<file path="src/rtl/mmio_io_responder_if.sv">
// mmio_io_responder_if: core-side IO load/store bus between memory decode and the IO responder
interface mmio_io_responder_if;
  logic [31:0] io_adr;
  logic [31:0] io_wdata;
  logic        iowea;
  logic        io_re;
  logic [31:0] io_rdata;
  modport master (output io_adr, io_wdata, iowea, io_re, input io_rdata);
  modport slave (input io_adr, io_wdata, iowea, io_re, output io_rdata);
endinterface

</file>
<file path="src/rtl/mmio_io_responder.sv">
// mmio_io_responder: IO-space register block with UART TX holding register, RX FIFO and cycle/instret counters
module mmio_io_responder #(
  parameter int RX_FIFO_DEPTH = 8,
  parameter int CNT_WIDTH = 32
) (
  input  logic                  clk,
  input  logic                  rst,
  mmio_io_responder_if.slave    bus,
  input  logic                  inst_retired,
  output logic [7:0]            tx_data_out,
  output logic                  tx_data_out_valid,
  input  logic                  tx_data_out_ready,
  input  logic [7:0]            rx_data_in,
  input  logic                  rx_data_in_valid,
  output logic                  rx_data_in_ready
);
  localparam int PW = $clog2(RX_FIFO_DEPTH);
  localparam logic [PW:0] DEPTH = (PW + 1)'(RX_FIFO_DEPTH);
  logic [7:0]           fifo [RX_FIFO_DEPTH];
  logic [PW-1:0]        rd_ptr, wr_ptr;
  logic [PW:0]          count;
  logic [CNT_WIDTH-1:0] cyc, ins;
  logic [3:0]           off;
  logic                 rx_full, rx_nonempty, pop, push, tx_wr, clr;
  logic [31:0]          rd_val;
  // Address decode, handshake qualifiers and the load data mux for the M stage
  always_comb begin
    off = bus.io_adr[5:2];
    rx_full = count == DEPTH;
    rx_nonempty = count != '0;
    rx_data_in_ready = !rx_full;
    pop = bus.io_re && off == 4'd1 && rx_nonempty;
    // A pop frees the slot at the same edge, so a full FIFO can still take a byte alongside a read
    push = rx_data_in_valid && (!rx_full || pop);
    tx_wr = bus.iowea && off == 4'd2 && (!tx_data_out_valid || tx_data_out_ready);
    clr = bus.iowea && off == 4'd6;
    rd_val = off == 4'd0 ? {30'b0, rx_nonempty, !tx_data_out_valid} :
             off == 4'd1 ? (rx_nonempty ? {24'b0, fifo[rd_ptr]} : 32'b0) :
             off == 4'd4 ? 32'(cyc) :
             off == 4'd5 ? 32'(ins) : 32'b0;
  end
  // RX FIFO storage; contents need no reset since reads are gated by the count
  always_ff @(posedge clk) begin
    if (push) fifo[wr_ptr] <= rx_data_in;
  end
  // Registered load data, TX holding register, FIFO pointers and counters
  always_ff @(posedge clk) begin
    if (rst) begin
      bus.io_rdata <= '0;
      tx_data_out <= '0;
      tx_data_out_valid <= 1'b0;
      rd_ptr <= '0;
      wr_ptr <= '0;
      count <= '0;
      cyc <= '0;
      ins <= '0;
    end else begin
      if (bus.io_re) bus.io_rdata <= rd_val;
      if (tx_wr) begin
        tx_data_out <= bus.io_wdata[7:0];
        tx_data_out_valid <= 1'b1;
      end else if (tx_data_out_ready) tx_data_out_valid <= 1'b0;
      if (pop) rd_ptr <= rd_ptr + PW'(1);
      if (push) wr_ptr <= wr_ptr + PW'(1);
      count <= count + (PW + 1)'(push) - (PW + 1)'(pop);
      cyc <= clr ? '0 : cyc + CNT_WIDTH'(1);
      ins <= clr ? '0 : ins + CNT_WIDTH'(inst_retired);
    end
  end
endmodule

</file>
<file path="src/flat_wrapper.sv">
// flat-port wrapper written by rule: the top's interface ports become plain ports
module mmio_io_responder_flat 
#(
  parameter int RX_FIFO_DEPTH = 8,
  parameter int CNT_WIDTH = 32
)
  (clk, rst, inst_retired, tx_data_out, tx_data_out_valid, tx_data_out_ready, rx_data_in, rx_data_in_valid, rx_data_in_ready, bus_io_adr, bus_io_wdata, bus_iowea, bus_io_re, bus_io_rdata);
  mmio_io_responder_if bus_i ();
  input  logic clk;
  input  logic rst;
  input  logic inst_retired;
  output logic [7:0] tx_data_out;
  output logic tx_data_out_valid;
  input  logic tx_data_out_ready;
  input  logic [7:0] rx_data_in;
  input  logic rx_data_in_valid;
  output logic rx_data_in_ready;
  input wire logic [$bits(bus_i.io_adr)-1:0] bus_io_adr;
  input wire logic [$bits(bus_i.io_wdata)-1:0] bus_io_wdata;
  input wire logic [$bits(bus_i.iowea)-1:0] bus_iowea;
  input wire logic [$bits(bus_i.io_re)-1:0] bus_io_re;
  output wire logic [$bits(bus_i.io_rdata)-1:0] bus_io_rdata;
  assign bus_i.io_adr = bus_io_adr;
  assign bus_i.io_wdata = bus_io_wdata;
  assign bus_i.iowea = bus_iowea;
  assign bus_i.io_re = bus_io_re;
  assign bus_io_rdata = bus_i.io_rdata;
  mmio_io_responder #(.RX_FIFO_DEPTH(RX_FIFO_DEPTH), .CNT_WIDTH(CNT_WIDTH)) u_core (.clk(clk), .rst(rst), .bus(bus_i), .inst_retired(inst_retired), .tx_data_out(tx_data_out), .tx_data_out_valid(tx_data_out_valid), .tx_data_out_ready(tx_data_out_ready), .rx_data_in(rx_data_in), .rx_data_in_valid(rx_data_in_valid), .rx_data_in_ready(rx_data_in_ready));
endmodule
</file>
<file path="config.mk">
export PLATFORM = sky130hd
export DESIGN_NAME = mmio_io_responder_flat
export DESIGN_NICKNAME = d
export VERILOG_FILES = /design/src/rtl/mmio_io_responder_if.sv /design/src/rtl/mmio_io_responder.sv /design/src/flat_wrapper.sv
export SDC_FILE = /design/constraint.sdc
export NUM_CORES = 1
export LEC_CHECK = 0
export CAP_MARGIN = 40
export CORE_MARGIN = 3
export CORE_UTILIZATION = 56
export CTS_BUF_LIST = sky130_fd_sc_hd__clkbuf_4
export DETAILED_ROUTE_END_ITERATION = 10
export PLACE_DENSITY_LB_ADDON = 0.1
export SETUP_SLACK_MARGIN = 0.5
export SYNTH_ARGS = -nofsm -noshare
export SYNTH_HDL_FRONTEND = slang
export SYNTH_SLANG_ARGS = --single-unit
</file>
<file path="constraint.sdc">
create_clock -name clk -period 3.09 [get_ports clk]
set_input_delay 0.4635 -clock clk [delete_from_list [all_inputs] [get_ports clk]]
set_output_delay 0.4635 -clock clk [all_outputs]
set_load 0.01 [all_outputs]
</file>
Word-level counts from Yosys, hierarchy flattened. Memories as Yosys holds them, arrays and structs flattened. A register that Yosys moved wholly into a read port is not among the register bits. Index checks and enable logic that the tools add are counted.

Add/sub/neg operators: 6. Eq/ne operators: 6. Muxes and demuxes: 11. Reductions and logical operators: 14.

Operator list (number): 32-bit two-way mux (4); 32-bit by 1-bit adder with 32-bit output (1); 32-bit by 1-bit adder with 32-bit output (second input constant) (1); 4-bit by 3-bit == test with 1-bit output (second input constant) (3); 8-bit two-way mux (1); 3-bit by 1-bit adder with 3-bit output (second input constant) (2); 1-bit logical AND (6); 3-bit two-way mux (2); 4-bit by 1-bit adder with 4-bit output (1); 4-bit by 1-bit == test with 1-bit output (second input constant) (1); 4-bit by 2-bit == test with 1-bit output (second input constant) (1); 4-bit == test (second input constant) (1); 4-bit logical NOT (1); 1-bit two-way mux (4); 4-bit nonzero test (1); 4-bit by 1-bit subtractor with 4-bit output (1); 1-bit logical NOT (2); 1-bit logical OR (2); 2-bit nonzero test (1); 2-bit OR reduction (1).

Register bits after elaboration: 115. Bits in writable memories: 64. Logic and storage cells: 46. Memories: 1.

Memory list: u_core.fifo (depth 8, width 8, read ports 1, clocked after memory_dff 1, wr ports 1, line mmio_io_responder.sv:19) `logic [7:0] fifo [RX_FIFO_DEPTH];`.

Logic depth before layout (Yosys ltp). Gate-level depths: netlist (run 1).

Depth after elaboration: 7. Gate-level depth with buffers: 11.

Least setup slack after synthesis (run 1). OpenSTA, ideal clock, no wires.

Path type: input port to flip-flop. Start point: input port bus_io_re. End point: memory u_core.fifo[4][0] (enable). Arrival: 2498 ps. Path slack: 207 ps. Cell stages on the path: 6. Buffers on the path: 2. Cell sequence: buf_4 -> or3b_1 -> buf_2 -> o311a_1 -> or3_1 -> nor3b_1.

Longest elaborated chain between the ends: 6.

RTL lines: start, declared (line flat_wrapper.sv:21) `input wire logic [$bits(bus_i.io_re)-1:0] bus_io_re;`; 1-bit logical AND (2 in series) (line mmio_io_responder.sv:32) `pop = bus.io_re && off == 4'd1 && rx_nonempty;`; 1-bit logical OR (line mmio_io_responder.sv:34) `push = rx_data_in_valid && (!rx_full || pop);`; 1-bit logical AND (line mmio_io_responder.sv:34); 1-bit two-way mux (line mmio_io_responder.sv:44) `if (push) fifo[wr_ptr] <= rx_data_in;`; 1-bit two-way mux (not written as such) (line mmio_io_responder.sv:44); end, declared (line mmio_io_responder.sv:19).

Every way passes these cells.

Worst setup path in the final report (run 1). Ends and elaborated chain as after synthesis.

==> results.tsv, run 1 <==
stage	metric	value	unit
run_status	outcome	complete, no violations	
floorplan	initial core utilization	57.5	%
floorplan	Cell Rows	43	
timing	period utilization	79.0	%
logic_synthesis	Yosys cell types	55	
timing	Tmin final	2440	ps
global_route	grt ovf	0	
worst_hold_path	type of the most critical hold path	input pin to register	
route	Metal-1 WL	7880	um
timing	Worst Slack Setup Final	649	ps
setup_path	worst path cell trace	clkdlybuf4s50_1 > or3b_1 > o311a_1 > or3_1 > nor3b_4 > buf_12	
setup_path	max incr delay on CP	530	ps
floorplan	die width	126	um
flow_run	Max-Cap Viols	0	
setup_path	Worst Path Buf+Inv	2	
logic_synthesis	Cell Area, Synth	8010	um^2
global_route	largest net degree at the start of global routing	39	
route	uppermost routed layer	met4	
timing	Max transition margin	50.1	%
setup_path	Setup crit start kind	input pin	
clocking	CTS tree	done	
global_route	first-pass GRT wire length	30400	um
logic_synthesis	Post-synth top cells	118 x dfxtp_1, 78 x nor2_1, 64 x edfxtp_1	
global_route	initial antenna violation count	0	
route	# DRC	0	
floorplan	die height	126	um
timing	Worst Tran Pin Value	748	ps
finish	FF+latch area	4280	um^2
timing	# setup viols final	0	
global_route	gr usage total	23.8	%
floorplan	Core ar.	13900	um^2
logic_synthesis	EDFF count, synth	64	
clocking	postcts setup bufs	0	
finish	Util after Layout	67.1	%
route	via count	6139	
setup_path	Critical Path Fanout Max	8	
clocking	post-cts sizing count	0	
logic_synthesis	Cells after Synth	757	
setup_path	CP top delay family	simple AND/OR/NAND/NOR gates	
setup_path	Setup CP Type	input pin to register	
logic_synthesis	ranking of synthesized cells by area	dfxtp_1 29%, edfxtp_1 24%, mux2i_1 4.5%	
clocking	CTS Root Cell	clkbuf_4	
route	met2 WL	9240	um
clocking	worst skew pair latency	600	ps
timing	final hold violation count	0	
logic_synthesis	cell with the most instances after synthesis	dfxtp_1	
setup_path	Critical Path AT	2770	ps
setup_path	Slowest-stage cell, CP	clkdlybuf4s50_1	
finish	layout overhead on the synthesized area	16.8	%
logic_synthesis	Avg Inst Size Synth	10.6	um^2
clocking	hold bufs inserted after CTS	0	
finish	finished layout cell area	9360	um^2
route	Pre-antenna DRT Iters	5	
power_and_ir_drop	VDD IR max	412	uV
floorplan	I/O pins	121	
clocking	CTS max path bufs	2	
finish	Nets	917	
route	routed vias/inst	6.02	
logic_synthesis	area leader, netlist	dfxtp_1	
power_and_ir_drop	PD cells	486	nW/um^2
logic_synthesis	Yosys top cell area share	29.5	%
power_and_ir_drop	Lkg Pwr	3.13	nW
setup_path	Worst setup EP type	register	
logic_synthesis	Post-synth ARST share	0	%
timing	Final Skew	25.6	ps
timing	Max Freq	410	MHz
global_route	vias in the first global route	6143	
clocking	TritonCTS Buffers	17	
route	initial drt markers	399	
clocking	CTS clk-pin slew, worst paths	170	ps
finish	Multi-input gate area	3530	um^2
placement	IO buf count	68	
timing	RSZ-0062 raised after global routing	false	
route	drt wl/cell	18.0	um
route	DRT Wirelength	18400	um
clocking	CTS sink count	182	
setup_path	CP required	3410	ps
timing	max-slew violation count	0	
placement	pre-CTS setup slack	42.0	ps
placement	hpwl dp	12800	um
finish	share of layout cells above drive strength 1	10.4	%
finish	Fill cells	1071	
power_and_ir_drop	Power, Total	4.55	mW
floorplan	DIE AREA	15800	um^2
logic_synthesis	Synth Warn #	0	
route	final antenna-violating net count	0	
placement	Placed Area	9040	um^2
logic_synthesis	register area share after synthesis	53.5	%
finish	antenna fix cells	0	
logic_synthesis	most used flip-flop cell after synthesis	dfxtp_1	
placement	Final Wtd Congestion	0.793	
logic_synthesis	syn_nets	848	
route	met3 wire length	871	um
logic_synthesis	Seq cells post-synth	182	
timing	Total Neg Setup Slack	0	ps
clocking	Max H-tree Level	4	
path summary, 6_finish.rpt:
| check | start | endpoint | slack (ps) | cells after the start |
|---|---|---|---|---|
| setup reg to reg | u_core.count[2]$_SDFF_PP0_ | u_core.count[3]$_SDFF_PP0_ | 760 | 12 |
| hold reg to reg | u_core.ins[31]$_SDFF_PP0_ | u_core.ins[31]$_SDFF_PP0_ | 490 | 2 |
| hold / removal | rst | u_core.tx_data_out[6]$_SDFFE_PP0P_ | 400 | 2 |
| setup / recovery | bus_io_re | u_core.fifo[4][0]$_DFFE_PP_ | 650 | 6 |
layer usage:
metal | global-route usage (%) | vias up
li1 | - | 2954
met4 | 7.84 | 0
met3 | 5.30 | 33
met2 | 40.6 | 165
met5 | 0 | -
met1 | 30.2 | 2987
worst reg2reg max path: stages (launching register included):
cell and delay, ps:
dfxtp_1 340, inv_1 60, ha_1 220, nor3b_1 150
buf_4 160, nor3_2 200, ha_1 240, inv_1 60
ha_1 270, a21o_1 170, a21oi_1 180, xnor2_1 140
nor2_1 60
sequential cells by signal, summed over array words and instances, names as in the netlist, named ones only:
signal                    count
u_core.fifo                  64
u_core.bus.io_rdata          32
u_core.cyc                   32
u_core.ins                   32
u_core.tx_data_out            8
u_core.count                  4
u_core.rd_ptr                 3
u_core.wr_ptr                 3
u_core.tx_data_out_valid      1
per-stage QoR:
stage               instances  hold WS (ps)
floorplan                 757           442
global placement          987           451
detailed placement        987           474
CTS                      1019           377
global route             1019           414
finish                   1019           396
kinds of logic after synthesis:
group / Yosys count / share of synthesized area [%]
compound gates: 141 / 12.0
xor+xnor: 25 / 2.73
fa+ha+maj: 12 / 1.97
buf+inv: 66 / 3.25
flops: 182 / 53.5
mux: 51 / 8.01
simple gates: 280 / 18.6
layout by cell type (no fill, tap or decap), types with 10 or more instances in the layout:
cell type	netlist	layout
nor4_1	10	10
or3_1	15	15
a2bb2oi_1	24	24
nand2b_1	13	13
clkdlybuf4s50_1	0	67
inv_1	18	18
edfxtp_1	64	64
or4_1	12	12
o21ai_0	19	19
a21oi_1	37	36
nand3_1	30	30
a22oi_1	28	28
ha_1	11	11
clkbuf_4	0	17
buf_4	1	26
nand4_1	20	20
xor2_1	12	12
mux2i_1	36	36
nor2_1	78	78
mux4_2	10	10
dfxtp_1	118	118
nor2b_1	10	10
xnor2_1	13	13
nand2_1	41	41
where the power goes:
part,internal (mW),total (mW),switching (mW)
Clock,0.467,1.43,0.962
Sequential,2.56,2.60,0.0422
Combinational,0.246,0.524,0.278
area by class of cell:
class	instances	share of cell area (%)
Timing Repair Buffer	97	9.95
Multi-Input combinational cell	509	37.7
Tap cell	180	2.41
Sequential cell	182	45.8
Inverter	19	0.762
Clock inverter	15	2.01
Clock buffer	17	1.36
Power figures use the tool's default switching activity.
==> run 2, diff against run 1 <==
- CORE_UTILIZATION: 56 -> 51
- clock period: 3.09 -> 2.2 ns (I/O delays scaled with it)
==> run 2 against run 1 <==
  * Critical path type is now register to register
  * Global-route usage increased by 0.36 points
  * Clock-buffer cell count is the same
  * Combinational power up 90%
  * Non-clock buffer count rose by 80
  * Worst hold slack got worse by 320 ps
  * Routed wire length increased by 17%
==> results.tsv, run 2 (synthesized netlist as in run 1, its figures left out) <==
stage	metric	value	unit	change
run_status	outcome	complete, no violations		unchanged
global_route	first-pass GRT wire length	33700	um	was 30,400 um
finish	most frequent cells in the layout	81 x buf_4, 75 x nor2_1, 68 x dfxtp_1, 64 x edfxtp_1, 44 x dlygate4sd2_1		was 118 x dfxtp_1, 78 x nor2_1, 67 x clkdlybuf4s50_1, 64 x edfxtp_1, 41 x nand2_1
floorplan	initial core utilization	52.3	%	was 57.5%
clocking	CTS Root Cell	clkbuf_4		unchanged
global_route	gr usage total	24.2	%	was 23.8%
route	Pre-antenna DRT Iters	5		unchanged
route	via count	6676		was 6,139
finish	Largest register FFs	64		unchanged
finish	Top reg by flops	u_core.fifo		unchanged
clocking	TritonCTS Buffers	17		unchanged
floorplan	Core ar.	15300	um^2	was 13,900 um^2
power_and_ir_drop	Power, Total	6.66	mW	was 4.55 mW
clocking	CTS sink count	182		unchanged
setup_path	Setup CP Type	register to register		was input pin to register
route	DRT Wirelength	21400	um	was 18,400 um
setup_path	Slowest-stage cell, CP	fa_2		was clkdlybuf4s50_1
route	uppermost routed layer	met4		unchanged
timing	period utilization	94.1	%	
placement	hpwl dp	14000	um	was 12,800 um
setup_path	Critical Path AT	2570	ps	was 2770 ps
timing	# setup viols final	0		unchanged
finish	layout overhead on the synthesized area	34.1	%	was 16.8%
placement	IO buf count	68		unchanged
route	# DRC	0		unchanged
setup_path	max incr delay on CP	510	ps	was 530 ps
power_and_ir_drop	Lkg Pwr	3.89	nW	was 3.13 nW
route	Metal-1 WL	8920	um	was 7880 um
finish	most common cell after layout, fill and taps aside	buf_4		was dfxtp_1
setup_path	CP required	2700	ps	was 3410 ps
placement	Placed Area	9430	um^2	was 9040 um^2
finish	Nets	998		was 917
route	met2 WL	11000	um	was 9240 um
global_route	vias in the first global route	6477		was 6,143
clocking	CTS max path bufs	2		unchanged
global_route	largest net degree at the start of global routing	47		was 39
placement	Final Wtd Congestion	0.840		was 0.793
timing	final hold violation count	0		unchanged
clocking	worst skew pair latency	600	ps	about the same
clocking	CTS clk-pin slew, worst paths	170	ps	about the same
floorplan	I/O pins	121		unchanged
timing	Final Skew	23.3	ps	was 25.6 ps
finish	finished layout cell area	10700	um^2	was 9360 um^2
timing	Worst Tran Pin Value	566	ps	was 748 ps
setup_path	Critical Path Fanout Max	3		was 8
clocking	CTS tree	done		unchanged
timing	Max transition margin	62.3	%	was 50.1%
power_and_ir_drop	VDD IR max	535	uV	was 412 uV
finish	share of layout cells above drive strength 1	31.3	%	was 10.4%
setup_path	worst path cell trace	inv_2 > ha_4 > nor3b_4 > nor3_4 > ha_4 > inv_2 > ha_4 > inv_2 > fa_2 > nor2_1		was clkdlybuf4s50_1 > or3b_1 > o311a_1 > or3_1 > nor3b_4 > buf_12
worst_hold_path	type of the most critical hold path	input pin to register		unchanged
floorplan	DIE AREA	17300	um^2	was 15,800 um^2
route	routed vias/inst	5.90		was 6.02
floorplan	die height	131	um	was 126 um
flow_run	Max-Cap Viols	0		unchanged
global_route	grt ovf	0		unchanged
power_and_ir_drop	PD cells	620	nW/um^2	was 486 nW/um^2
timing	RSZ-0062 raised after global routing	true		was false
clocking	hold bufs inserted after CTS	0		unchanged
route	met3 wire length	1020	um	was 871 um
global_route	initial antenna violation count	1		was 0
timing	Max Freq	483	MHz	
setup_path	CP top delay family	adder cells		was simple AND/OR/NAND/NOR gates
route	initial drt markers	500		was 399
route	final antenna-violating net count	0		unchanged
clocking	Max H-tree Level	4		unchanged
timing	max-slew violation count	0		unchanged
setup_path	Setup crit start kind	register		was input pin
route	drt wl/cell	18.9	um	was 18.0 um
timing	Tmin final	2070	ps	
setup_path	Worst Path Buf+Inv	3		was 2
floorplan	Cell Rows	45		was 43
floorplan	die width	131	um	was 126 um
setup_path	Worst setup EP type	register		unchanged
run 2: cell count changes in the layout (fill, tap and decap cells not counted), moves of 8 or more:
cell	delta
or4_4	+8
clkdlybuf4s50_1	-45
buf_4	+55
buf_12	+9
dfxtp_1	-50
dlygate4sd2_1	+44
dfxtp_2	+31
buf_6	+15
dfxtp_4	+19
run 2: path summary, 6_finish.rpt:
path / startpoint / to / slack (ps) / depth (start not counted)
min reg2reg: u_core.cyc[0]$_SDFF_PP0_ / u_core.cyc[0]$_SDFF_PP0_ / 480 / 1
min: rst / u_core.bus.io_rdata[19]$_SDFFE_PP0P_ / 80 / 2
max reg2reg: u_core.count[3]$_SDFF_PP0_ / u_core.count[1]$_SDFF_PP0_ / 130 / 10
max: u_core.count[3]$_SDFF_PP0_ / u_core.count[1]$_SDFF_PP0_ / 130 / 10
run 2: per-stage QoR:
step	setup slack, ps	hold slack [ps]	util, %	TNS [ps]	cells
6_report	131	80.1	70.2	0	1132
5_1_grt	60.1	37.9	70.2	0	1132
4_1_cts	120	31.9	66.8	0	1104
3_5_place_dp	-633	466	61.6	-35160	1040
3_3_place_gp	-537	454	61.6	-31230	1040
2_1_floorplan	-148	429	-	-3960	757
run 2: what timing repair did:
item | CTS | global route
gates cloned | 1 | 1
setup endpoints to repair | 145 | 115
buffers inserted | 31 | 26
gates resized for setup | 137 | 76
pin swaps | 16 | 39
endpoints found under the hold margin | 0 | 0
run 2: routing by layer:
layer  global-route usage [%]  vias to the layer above
met3                     5.44                       40
met1                     30.7                     3302
met5                        0                        -
met4                     9.16                        0
met2                     40.6                      202
li1                         -                     3132
run 2: area by class of cell:
class | instances | area, um^2
Tap cell | 211 | 264
Sequential cell | 182 | 4390
Fill cell | 1137 | 4570
Antenna cell | 1 | 2.50
Inverter | 19 | 73.8
Clock inverter | 15 | 204
Multi-Input combinational cell | 510 | 4030
Clock buffer | 17 | 128
Timing Repair Buffer | 177 | 1650
run 2: power by group:
| part | switching (mW) | internal [mW] |
|---|---|---|
| registers | 0.0847 | 3.57 |
| logic | 0.497 | 0.501 |
| clock network | 1.43 | 0.577 |
